`config.mk`:
```
export PLATFORM = sky130hd
export DESIGN_NAME = load_store_queue
export DESIGN_NICKNAME = d
export VERILOG_FILES = /design/src/rtl/load_store_queue.sv
export SDC_FILE = /design/constraint.sdc
export NUM_CORES = 1
export LEC_CHECK = 0
export CAP_MARGIN = 5
export CORE_MARGIN = 2
export CORE_UTILIZATION = 56
export DETAILED_ROUTE_END_ITERATION = 12
export PLACE_DENSITY = 0.85
export SLEW_MARGIN = 20
export SYNTH_ARGS = -nofsm -noshare
export SYNTH_HDL_FRONTEND = slang
export SYNTH_SLANG_ARGS = --single-unit
export TNS_END_PERCENT = 100
```
`constraint.sdc`:
```
create_clock -name clk_in -period 7 [get_ports clk_in]
set_input_delay 1.05 -clock clk_in [delete_from_list [all_inputs] [get_ports clk_in]]
set_output_delay 1.05 -clock clk_in [all_outputs]
set_load 0.02 [all_outputs]
```
`src/rtl/load_store_queue.sv`:
```
// load_store_queue: in-order memory-op queue; loads issue freely, stores wait for the ROB head, load results go out through a one-entry CDB slot.
module load_store_queue #(
  parameter int DEPTH = 4,
  parameter int ROB_IX_W = 3
) (
  input  logic                clk_in,
  input  logic                rst_n_in,
  input  logic                enq_valid_in,
  input  logic                enq_is_store_in,
  input  logic [ROB_IX_W-1:0] enq_rob_ix_in,
  input  logic [31:0]         enq_addr_in,
  input  logic [31:0]         enq_data_in,
  output logic                enq_ready_out,
  input  logic [ROB_IX_W-1:0] rob_head_ix_in,
  input  logic                flush_in,
  output logic                mem_valid_out,
  input  logic                mem_ready_in,
  output logic                mem_load_or_store_out,
  output logic [ROB_IX_W-1:0] mem_load_rob_ix_out,
  output logic [31:0]         mem_load_addr_out,
  output logic [31:0]         mem_store_addr_out,
  output logic [31:0]         mem_store_data_out,
  input  logic                mem_result_valid_in,
  input  logic [ROB_IX_W-1:0] mem_result_rob_ix_in,
  input  logic [31:0]         mem_result_data_in,
  output logic                mem_read_out,
  output logic                cdb_valid_out,
  output logic [ROB_IX_W-1:0] cdb_rob_ix_out,
  output logic [31:0]         cdb_data_out,
  input  logic                cdb_ready_in
);
  localparam int AW = $clog2(DEPTH);
  typedef enum logic [1:0] {IDLE, LOAD_WAIT, DRAIN} state_t;
  state_t state, state_nxt;
  logic [AW:0] head, tail;
  logic [AW-1:0] h;
  logic q_store [DEPTH];
  logic [ROB_IX_W-1:0] q_rob [DEPTH];
  logic [31:0] q_addr [DEPTH];
  logic [31:0] q_data [DEPTH];
  logic [ROB_IX_W-1:0] hold_rob;
  logic [31:0] hold_addr;
  logic empty, full, enq, fire, load_fire, slot_free, load_done;

  assign h = head[AW-1:0];
  assign empty = head == tail;
  assign full = (head[AW-1:0] == tail[AW-1:0]) && (head[AW] != tail[AW]);
  assign enq_ready_out = !full;
  assign enq = enq_valid_in && !full && !flush_in;
  assign slot_free = !cdb_valid_out || cdb_ready_in;
  assign fire = mem_valid_out && mem_ready_in;
  assign load_fire = fire && !q_store[h];
  assign load_done = mem_read_out && state == LOAD_WAIT && !flush_in;
  assign mem_store_addr_out = q_addr[h];
  assign mem_store_data_out = q_data[h];

  always_ff @(posedge clk_in or negedge rst_n_in) begin
    if (!rst_n_in) state <= IDLE;
    else state <= state_nxt;
  end

  // After a load fires, the address is held so the memory unit sees it stable until the result is read.
  always_comb begin
    state_nxt = state;
    mem_valid_out = 1'b0;
    mem_load_or_store_out = 1'b0;
    mem_read_out = 1'b0;
    mem_load_addr_out = hold_addr;
    mem_load_rob_ix_out = hold_rob;
    case (state)
      IDLE: begin
        mem_valid_out = !empty && (!q_store[h] || q_rob[h] == rob_head_ix_in);
        mem_load_or_store_out = !empty && q_store[h];
        mem_load_addr_out = q_addr[h];
        mem_load_rob_ix_out = q_rob[h];
        if (mem_valid_out && mem_ready_in && !q_store[h]) state_nxt = flush_in ? DRAIN : LOAD_WAIT;
      end
      LOAD_WAIT: begin
        mem_read_out = mem_result_valid_in && slot_free;
        state_nxt = mem_read_out ? IDLE : flush_in ? DRAIN : LOAD_WAIT;
      end
      DRAIN: begin
        mem_read_out = mem_result_valid_in;
        state_nxt = mem_result_valid_in ? IDLE : DRAIN;
      end
      default: state_nxt = IDLE;
    endcase
  end

  always_ff @(posedge clk_in or negedge rst_n_in) begin
    if (!rst_n_in) begin
      head <= '0;
      tail <= '0;
      hold_addr <= '0;
      hold_rob <= '0;
      cdb_valid_out <= 1'b0;
      cdb_rob_ix_out <= '0;
      cdb_data_out <= '0;
    end else begin
      if (flush_in) begin
        head <= '0;
        tail <= '0;
      end else begin
        if (fire) head <= head + (AW+1)'(1);
        if (enq) tail <= tail + (AW+1)'(1);
      end
      if (load_fire) begin
        hold_addr <= q_addr[h];
        hold_rob <= q_rob[h];
      end
      if (flush_in) cdb_valid_out <= 1'b0;
      else if (load_done) begin
        cdb_valid_out <= 1'b1;
        cdb_rob_ix_out <= mem_result_rob_ix_in;
        cdb_data_out <= mem_result_data_in;
      end else if (cdb_ready_in) cdb_valid_out <= 1'b0;
    end
  end

  always_ff @(posedge clk_in) begin
    if (enq) begin
      q_store[tail[AW-1:0]] <= enq_is_store_in;
      q_rob[tail[AW-1:0]] <= enq_rob_ix_in;
      q_addr[tail[AW-1:0]] <= enq_addr_in;
      q_data[tail[AW-1:0]] <= enq_data_in;
    end
  end
endmodule

```
==> impl_metrics.prom, run 1 <==
# TYPE chip_impl_metric gauge
chip_impl_info{name="run_status",value="finished, final reports clean"} 1
chip_impl_metric{name="postSynthRegisterBits",unit=""} 351
chip_impl_metric{name="timing_max_transition_violations_final",unit=""} 0
chip_impl_metric{name="post_synth_inst_count",unit=""} 627
chip_impl_metric{name="first_pass_grt_wire_length",unit="um"} 45440
chip_impl_metric{name="required",unit="ns"} 5.95
chip_impl_info{name="worst_hold_path_type",value="in -> async"} 1
chip_impl_info{name="critical_path.startpoint_type",value="register"} 1
chip_impl_metric{name="ff2ff_path_depth",unit=""} 6
chip_impl_metric{name="cap_viol_max_count",unit=""} 0
chip_impl_metric{name="place_hpwl",unit="um"} 17760
chip_impl_metric{name="post-cts-setup-buffers",unit=""} 0
chip_impl_metric{name="drtAntennaViolNets",unit=""} 0
chip_impl_metric{name="grt_max_degree",unit=""} 69
chip_impl_info{name="synth_top_family_by_area",value="multiplexers"} 1
chip_impl_metric{name="worst_ir_drop_vdd",unit="mV"} 0.3056
chip_impl_metric{name="clock_sinks",unit=""} 351
chip_impl_metric{name="worst_path_largest_cell_delay",unit="ns"} 0.86
chip_impl_metric{name="finalNetCount",unit=""} 1017
chip_impl_metric{name="yosys.area_share.xor_xnor",unit="%"} 0.5176
chip_impl_metric{name="io_buffers",unit=""} 251
chip_impl_metric{name="post-route-cell-area",unit="mm^2"} 0.01762
chip_impl_metric{name="row_count",unit=""} 56
chip_impl_metric{name="detail_route.iter0.violations",unit=""} 327
chip_impl_metric{name="antenna_found_initial",unit=""} 2
chip_impl_info{name="endpoint_class_of_the_critical_path",value="output pin"} 1
chip_impl_metric{name="dr_total_vias",unit=""} 7019
chip_impl_metric{name="netlist-cell-type-count",unit=""} 37
chip_impl_metric{name="clock_skew",unit="ns"} 0.009125
chip_impl_metric{name="remaining_drc_errors",unit=""} 0
chip_impl_metric{name="cellPowerDensity",unit="mW/mm^2"} 341.9
chip_impl_metric{name="mappedNetlistNets",unit=""} 749
chip_impl_info{name="slowest_stage",value="sky130_fd_sc_hd__dfrtp_4"} 1
chip_impl_info{name="worstReg2RegEnd",value="hold_addr[14]"} 1
chip_impl_metric{name="worst_path_max_fanout",unit=""} 40
chip_impl_metric{name="post_synth_and_or_nand_nor_area_fraction",unit="%"} 1.202
chip_impl_metric{name="synth-warning-count",unit=""} 0
chip_impl_metric{name="globalRouteTotalUtil",unit="%"} 23.51
chip_impl_info{name="clock_tree_from_tritoncts",value="built"} 1
chip_impl_metric{name="dr.pass1.iters",unit=""} 5
chip_impl_metric{name="worst-endpoint-arrival",unit="ns"} 3.67
chip_impl_metric{name="placeableCoreArea",unit="mm^2"} 0.02361
chip_impl_metric{name="power.net_switching",unit="mW"} 1.611
chip_impl_metric{name="netlist.area_leader.share",unit="%"} 60.34
chip_impl_metric{name="cts.path.max_buffers",unit=""} 3
chip_impl_metric{name="insertion_delay",unit="ns"} 0.52
chip_impl_metric{name="drt-total-wl",unit="um"} 29360
chip_impl_metric{name="cts.reportedPaths.clkPinSlew",unit="ns"} 0.06
chip_impl_metric{name="chipWidth",unit="um"} 159.5
chip_impl_info{name="synth_largest_area_cell",value="sky130_fd_sc_hd__edfxtp_1"} 1
chip_impl_metric{name="p_seq_share",unit="%"} 42.7
chip_impl_metric{name="whs",unit="ns"} 0.4390
chip_impl_metric{name="r2r_setup_slack",unit="ns"} 3.80
chip_impl_metric{name="max-slew-margin-rel",unit="%"} 27.77
chip_impl_metric{name="final_period_minus_worst_setup_slack",unit="ns"} 4.718
chip_impl_metric{name="ctsHtreeMaxLevel",unit=""} 2
chip_impl_metric{name="synth_compound_gate_area_share",unit="%"} 0.7949
chip_impl_metric{name="power_leakage",unit="nW"} 6.165
chip_impl_metric{name="layout-area-overhead-vs-synth",unit="%"} 30.14
chip_impl_metric{name="finalWeightedCongestion",unit=""} 0.7462
chip_impl_metric{name="power.share.combinational",unit="%"} 24.6
chip_impl_metric{name="period_share",unit="%"} 67.41
chip_impl_info{name="grt_setup_unrepaired",value="false"} 1
chip_impl_metric{name="use_met1",unit="%"} 27.92
chip_impl_metric{name="power.clock.fraction",unit="%"} 32.7
chip_impl_info{name="rr_startpoint",value="state[0]"} 1
chip_impl_metric{name="die_height",unit="um"} 159.5
chip_impl_info{name="cts.root.buffer_cell",value="sky130_fd_sc_hd__clkbuf_16"} 1
chip_impl_metric{name="die_area",unit="mm^2"} 0.02543
chip_impl_metric{name="avgViaCountPerCell",unit=""} 5.647
chip_impl_metric{name="cts_bufs_inserted",unit=""} 37
chip_impl_metric{name="place_area",unit="mm^2"} 0.01636
chip_impl_info{name="path_class",value="reg -> out"} 1
chip_impl_metric{name="synthesis.area",unit="mm^2"} 0.01354
chip_impl_metric{name="fmax",unit="MHz"} 211.9
chip_impl_metric{name="routedWlPerCell",unit="um"} 23.62
chip_impl_metric{name="total_of_fill_cells_in_the_finished_design",unit=""} 1365
chip_impl_metric{name="floorplan.initialDensity",unit="%"} 57.33
chip_impl_metric{name="number_of_global_route_vias_before_repair",unit=""} 7767
chip_impl_metric{name="tightestPinTransition",unit="ns"} 1.083
chip_impl_metric{name="drive_above_1_share",unit="%"} 24.05
chip_impl_info{name="cp_cell_sequence",value="buf_4, mux4_2, mux2_2, clkdlybuf4s50_1"} 1
chip_impl_metric{name="finalHoldViolCount",unit=""} 0
chip_impl_metric{name="post_cts_resize_count",unit=""} 0
chip_impl_metric{name="hold_buffers",unit=""} 0
chip_impl_metric{name="met3_usage",unit="%"} 8.544
chip_impl_metric{name="post_synth.cell_area_avg",unit="um^2"} 21.59
chip_impl_metric{name="power.switching_fraction",unit="%"} 26.75
chip_impl_metric{name="final-setup-viol-count",unit=""} 0
chip_impl_metric{name="globalRouteMet2Util",unit="%"} 40.34
chip_impl_metric{name="synth.yosys.seq_area_share",unit="%"} 74.94
chip_impl_metric{name="fin_setup_tns",unit="ns"} 0
chip_impl_metric{name="muxShareOfSynthArea",unit="%"} 20.41
chip_impl_metric{name="intPower",unit="mW"} 4.412
chip_impl_metric{name="gr-total-overflow",unit=""} 0
chip_impl_info{name="busiest_layer",value="met2"} 1
chip_impl_info{name="yosys-top-cells-area",value="sky130_fd_sc_hd__edfxtp_1 60%, sky130_fd_sc_hd__dfrtp_1 15%, sky130_fd_sc_hd__mux4_2 11%"} 1
chip_impl_metric{name="design.portCount",unit=""} 252
chip_impl_metric{name="post_synth_fa_ha_maj_area_fraction",unit="%"} 0.8319
chip_impl_metric{name="fin_total_pwr",unit="mW"} 6.024
-- sequential cells by signal, indices dropped and copies added, names as in the netlist --
name            cells
hold_addr          32
q_data            128
cdb_data_out       32
tail                3
q_store             4
head                3
cdb_rob_ix_out      3
cdb_valid_out       1
q_rob              12
state               2
q_addr            128
hold_rob            3
-- placed cells by master (no fill, tap or decap), types with 3 or more instances in the layout --
master,synthesis,final
sky130_fd_sc_hd__edfxtp_1,272,272
sky130_fd_sc_hd__clkdlybuf4s50_1,0,250
sky130_fd_sc_hd__mux2_2,78,78
sky130_fd_sc_hd__dfrtp_1,79,77
sky130_fd_sc_hd__mux4_2,68,68
sky130_fd_sc_hd__clkbuf_16,0,37
sky130_fd_sc_hd__mux2_1,30,30
sky130_fd_sc_hd__nor2_1,9,9
sky130_fd_sc_hd__ha_1,9,8
sky130_fd_sc_hd__clkbuf_1,6,8
sky130_fd_sc_hd__xnor2_1,7,7
sky130_fd_sc_hd__buf_4,0,7
sky130_fd_sc_hd__inv_1,6,6
sky130_fd_sc_hd__nand2_1,6,6
sky130_fd_sc_hd__bufinv_16,0,5
sky130_fd_sc_hd__and2_4,0,4
sky130_fd_sc_hd__clkinv_2,0,4
sky130_fd_sc_hd__clkinvlp_4,0,4
sky130_fd_sc_hd__a21oi_1,3,3
sky130_fd_sc_hd__nand3b_1,3,3
sky130_fd_sc_hd__nand3_1,3,3
sky130_fd_sc_hd__clkinv_8,0,3
sky130_fd_sc_hd__clkinv_1,0,3
-- power groups by stage --
stage / sequential, mW / combinational [mW] / clock [mW]
after CTS: 2.57 / 1.49 / 2.00
after global placement: 2.59 / 1.44 / 0
after detailed placement: 2.61 / 1.47 / 0
final: 2.57 / 1.48 / 1.97
after floorplan: 2.63 / 0.773 / 0
after global routing: 2.60 / 1.56 / 2.08
-- worst max-delay path: cells and delay by family (launching register included) --
family	cells	cell delay, ns
buf+inv	2	1.32
mux	2	0.96
flops	1	0.86
-- synth_stat cells --
cell type,number
sky130_fd_sc_hd__and3_1,1
sky130_fd_sc_hd__a31oi_2,1
sky130_fd_sc_hd__buf_2,12
sky130_fd_sc_hd__and2_1,4
sky130_fd_sc_hd__a31oi_1,2
sky130_fd_sc_hd__clkbuf_1,6
sky130_fd_sc_hd__o21a_1,1
sky130_fd_sc_hd__o21ai_0,2
sky130_fd_sc_hd__nand2_1,6
sky130_fd_sc_hd__nor2b_1,1
sky130_fd_sc_hd__dfrtp_1,79
sky130_fd_sc_hd__mux2_4,1
sky130_fd_sc_hd__o21ai_2,1
sky130_fd_sc_hd__nor3b_1,1
sky130_fd_sc_hd__inv_1,6
sky130_fd_sc_hd__nand2_2,1
sky130_fd_sc_hd__buf_1,6
sky130_fd_sc_hd__nand3_1,3
sky130_fd_sc_hd__mux2_2,78
sky130_fd_sc_hd__nand2b_1,2
sky130_fd_sc_hd__mux2_1,30
sky130_fd_sc_hd__edfxtp_1,272
sky130_fd_sc_hd__buf_6,4
sky130_fd_sc_hd__o22a_1,1
sky130_fd_sc_hd__xor2_1,1
sky130_fd_sc_hd__nor2_1,9
sky130_fd_sc_hd__mux4_2,68
sky130_fd_sc_hd__a21oi_1,3
sky130_fd_sc_hd__a21boi_0,1
sky130_fd_sc_hd__o21ba_1,1
sky130_fd_sc_hd__ha_1,9
sky130_fd_sc_hd__a31o_2,1
sky130_fd_sc_hd__xnor2_1,7
sky130_fd_sc_hd__inv_2,1
sky130_fd_sc_hd__o22ai_1,1
sky130_fd_sc_hd__nor3_1,1
sky130_fd_sc_hd__nand3b_1,3
-- per-stage QoR --
stage	util [%]	std cells	worst slack [ns]
after floorplan	-	627	3.553
after global placement	69.29	1175	2.792
after detailed placement	69.29	1175	2.737
after CTS	74.55	1242	2.167
after global routing	74.61	1243	2.040
final	74.61	1243	2.282
-- final cells by class --
| class | instances | area [um^2] | share of cell area, % |
|---|---|---|---|
| Antenna cell | 1 | 2.502 | 0.01420 |
| Clock buffer | 46 | 969.7 | 5.504 |
| Multi-Input combinational cell | 241 | 3238 | 18.38 |
| Tap cell | 319 | 399.1 | 2.266 |
| Inverter | 7 | 26.28 | 0.1491 |
| Clock inverter | 21 | 274.0 | 1.555 |
| Sequential cell | 351 | 10150 | 57.63 |
| Timing Repair Buffer | 257 | 2555 | 14.50 |
-- logic make-up (layout without fill, tap and decap cells) --
kind of cell             after synthesis  in the layout
AND/OR/NAND/NOR                       32             32
other                                  0              1
adder cells (fa/ha/maj)                9              9
AO/OA/AOI/OAI                         15             15
multiplexers                         177            177
flip-flops                           351            351
buffers and inverters                 35            331
XOR/XNOR                               8              8
-- worst max-delay path by stage --
stage	startpoint	endpoint	slack, ns	cells past startpoint
after global routing	head[0]	mem_load_addr_out[15]	2.04	4
after CTS	head[0]	mem_load_addr_out[15]	2.17	4
final	head[0]	mem_load_addr_out[15]	2.28	4
after floorplan	flush_in	q_addr[0][0]	3.55	3
after detailed placement	head[0]	mem_load_addr_out[16]	2.74	4
after global placement	head[0]	mem_load_addr_out[14]	2.79	4
-- layer usage --
layer / vias to the layer above / share of wire (%)
met5: - / 0.054
met4: 2 / 2.3
met3: 45 / 9.0
met2: 294 / 51
met1: 3626 / 38
li1: 3052 / -
Power figures use the tool's default switching activity.
==> run 2: changes to the inputs <==
CORE_UTILIZATION = 52   (was 56)
PLACE_DENSITY = 0.8   (was 0.85)
clock period = 4.4 ns   (was 7 ns; I/O delays follow)
==> run 2 against run 1 <==
Critical path depth unchanged. Sequential power increased by 58%. Sequential share of layout area about the same. Non-clock buffer count increased by 8. Die area increased by 7.5%. Clock power increased by 47%. Register-to-register slack got worse by 2.3 ns.
==> impl_metrics.prom, run 2 (synthesis gave the netlist of run 1 again) <==
# TYPE chip_impl_metric gauge
chip_impl_info{name="run_status",value="finished, final reports clean"} 1
chip_impl_metric{name="io_buffers",unit=""} 251
chip_impl_metric{name="max-slew-margin-rel",unit="%"} 30.72
chip_impl_metric{name="design.portCount",unit=""} 252
chip_impl_info{name="clock_tree_from_tritoncts",value="built"} 1
chip_impl_metric{name="post-cts-setup-buffers",unit=""} 0
chip_impl_metric{name="globalRouteTotalUtil",unit="%"} 20.19
chip_impl_metric{name="cap_viol_max_count",unit=""} 0
chip_impl_metric{name="ff2ff_path_depth",unit=""} 6
chip_impl_metric{name="cellPowerDensity",unit="mW/mm^2"} 527.7
chip_impl_metric{name="final_util",unit="%"} 68.21
chip_impl_metric{name="hold_buffers",unit=""} 0
chip_impl_metric{name="whs",unit="ns"} 0.07321
chip_impl_metric{name="cts.path.max_buffers",unit=""} 3
chip_impl_info{name="most_used_cells_in_the_layout_excluding_fill_and_tap_cells",value="272 x sky130_fd_sc_hd__edfxtp_1, 250 x sky130_fd_sc_hd__clkdlybuf4s50_1, 78 x sky130_fd_sc_hd__mux2_2, 77 x sky130_fd_sc_hd__dfrtp_1, 68 x sky130_fd_sc_hd__mux4_2"} 1
chip_impl_metric{name="number_of_global_route_vias_before_repair",unit=""} 7178
chip_impl_info{name="critical_path.startpoint_type",value="register"} 1
chip_impl_info{name="grt_setup_unrepaired",value="false"} 1
chip_impl_info{name="layout_commonest_cell",value="sky130_fd_sc_hd__edfxtp_1"} 1
chip_impl_metric{name="timing_max_transition_violations_final",unit=""} 0
chip_impl_metric{name="antenna_found_initial",unit=""} 3
chip_impl_metric{name="finalNetCount",unit=""} 1024
chip_impl_metric{name="required",unit="ns"} 3.74
chip_impl_metric{name="die_height",unit="um"} 165.3
chip_impl_metric{name="avgViaCountPerCell",unit=""} 5.511
chip_impl_metric{name="cts_bufs_inserted",unit=""} 36
chip_impl_metric{name="place_area",unit="mm^2"} 0.01649
chip_impl_info{name="cts.root.buffer_cell",value="sky130_fd_sc_hd__clkbuf_16"} 1
chip_impl_metric{name="cts.reportedPaths.clkPinSlew",unit="ns"} 0.06
chip_impl_metric{name="grt_max_degree",unit=""} 53
chip_impl_metric{name="post_cts_resize_count",unit=""} 0
chip_impl_metric{name="remaining_drc_errors",unit=""} 0
chip_impl_metric{name="r2r_setup_slack",unit="ns"} 1.49
chip_impl_metric{name="post-route-cell-area",unit="mm^2"} 0.01762
chip_impl_metric{name="fin_setup_tns",unit="ns"} 0
chip_impl_info{name="worst_hold_path_type",value="in -> async"} 1
chip_impl_metric{name="worst_ir_drop_vdd",unit="mV"} 0.3840
chip_impl_metric{name="drive_above_1_share",unit="%"} 24.00
chip_impl_info{name="slowest_stage",value="sky130_fd_sc_hd__dfrtp_4"} 1
chip_impl_metric{name="worst_path_largest_cell_delay",unit="ns"} 0.85
chip_impl_metric{name="worst_path_max_fanout",unit=""} 35
chip_impl_metric{name="dr.pass1.iters",unit=""} 4
chip_impl_metric{name="layout-area-overhead-vs-synth",unit="%"} 30.19
chip_impl_metric{name="clock_sinks",unit=""} 351
chip_impl_metric{name="routedWlPerCell",unit="um"} 21.85
chip_impl_metric{name="finalHoldViolCount",unit=""} 0
chip_impl_metric{name="die_area",unit="mm^2"} 0.02734
chip_impl_metric{name="final_period_minus_worst_setup_slack",unit="ns"} 3.901
chip_impl_metric{name="row_count",unit=""} 59
chip_impl_info{name="endpoint_class_of_the_critical_path",value="output pin"} 1
chip_impl_metric{name="clock_skew",unit="ns"} 0.01450
chip_impl_metric{name="chipWidth",unit="um"} 165.3
chip_impl_info{name="critical_path.top_delay_family",value="buffers and inverters"} 1
chip_impl_info{name="path_class",value="reg -> out"} 1
chip_impl_metric{name="dr_total_vias",unit=""} 6972
chip_impl_metric{name="place_hpwl",unit="um"} 17490
chip_impl_metric{name="insertion_delay",unit="ns"} 0.52
chip_impl_metric{name="ctsHtreeMaxLevel",unit=""} 2
chip_impl_metric{name="power_leakage",unit="nW"} 6.184
chip_impl_metric{name="placeableCoreArea",unit="mm^2"} 0.02584
chip_impl_metric{name="detail_route.iter0.violations",unit=""} 417
chip_impl_metric{name="fmax",unit="MHz"} 256.4
chip_impl_metric{name="worst-endpoint-arrival",unit="ns"} 3.24
chip_impl_metric{name="critical_path_buf_inv_count",unit=""} 2
chip_impl_info{name="rr_startpoint",value="head[0]"} 1
chip_impl_metric{name="total_of_fill_cells_in_the_finished_design",unit=""} 1678
chip_impl_metric{name="tightestPinTransition",unit="ns"} 1.036
chip_impl_metric{name="finalWeightedCongestion",unit=""} 0.6947
chip_impl_metric{name="period_share",unit="%"} 88.65
chip_impl_metric{name="floorplan.initialDensity",unit="%"} 52.39
chip_impl_metric{name="first_pass_grt_wire_length",unit="um"} 41040
chip_impl_metric{name="register_area",unit="mm^2"} 0.01015
chip_impl_metric{name="multi_input_area",unit="mm^2"} 0.003228
chip_impl_metric{name="drt-total-wl",unit="um"} 27640
chip_impl_metric{name="final-setup-viol-count",unit=""} 0
chip_impl_metric{name="drtAntennaViolNets",unit=""} 0
chip_impl_metric{name="cp_num_cells",unit=""} 4
chip_impl_metric{name="gr-total-overflow",unit=""} 0
chip_impl_info{name="cp_cell_sequence",value="buf_4, mux4_2, mux2_2, clkdlybuf4s50_1"} 1
chip_impl_info{name="worstReg2RegEnd",value="q_data[0][6]"} 1
## run 2: worst max-delay path by stage
stage          startpoint                     to  slack (ns)
3_5_place_dp      head[0]  mem_load_addr_out[29]        0.94
4_1_cts           head[0]  mem_load_addr_out[29]        0.39
3_3_place_gp      head[0]  mem_load_addr_out[29]        0.97
2_1_floorplan     head[1]           q_addr[0][0]        1.09
5_1_grt           head[0]  mem_load_addr_out[29]        0.32
6_report          head[0]  mem_load_addr_out[29]        0.50
## run 2: final cells by class
class                   count  area share [%]
clock inverters            18          0.7739
flip-flops and latches    351           57.61
repair buffers            265           15.12
multi-input cells         241           18.32
well taps                 335           2.378
inverters                   7          0.1491
clock buffers              47           5.637
diodes                      1         0.01420
## run 2: stage by stage
stage / worst slack, ns / cells / power (mW)
6_report: 0.4994 / 1265 / 9.299
5_1_grt: 0.3209 / 1264 / 9.695
4_1_cts: 0.3882 / 1264 / 9.409
3_5_place_dp: 0.9356 / 1199 / 6.488
3_3_place_gp: 0.9674 / 1199 / 6.438
2_1_floorplan: 1.094 / 627 / 5.416
## run 2: routing by layer
metal | global-route usage (%) | part of all wire (%) | wire (um) | vias to the layer above
li1 | - | - | - | 3077
met3 | 6.119 | 9.3 | 2575 | 49
met4 | 6.191 | 2.1 | 581 | 4
met1 | 25.15 | 38 | 10480 | 3542
met5 | 0 | 0.098 | 27 | -
met2 | 34.30 | 51 | 13970 | 300
## run 2: power breakdown
part | total [mW] | switching, mW | internal [mW]
logic | 2.32 | 1.09 | 1.23
clock network | 2.90 | 1.19 | 1.71
registers | 4.07 | 0.164 | 3.91
total | 9.30 | 2.45 | 6.85
## run 2: worst reg2reg max path, delay by kind of cell (launching register included)
family	cells	cell delay (ns)
buf+inv	1	0.32
simple gates	4	1.16
xor+xnor	1	0.24
flops	1	0.85
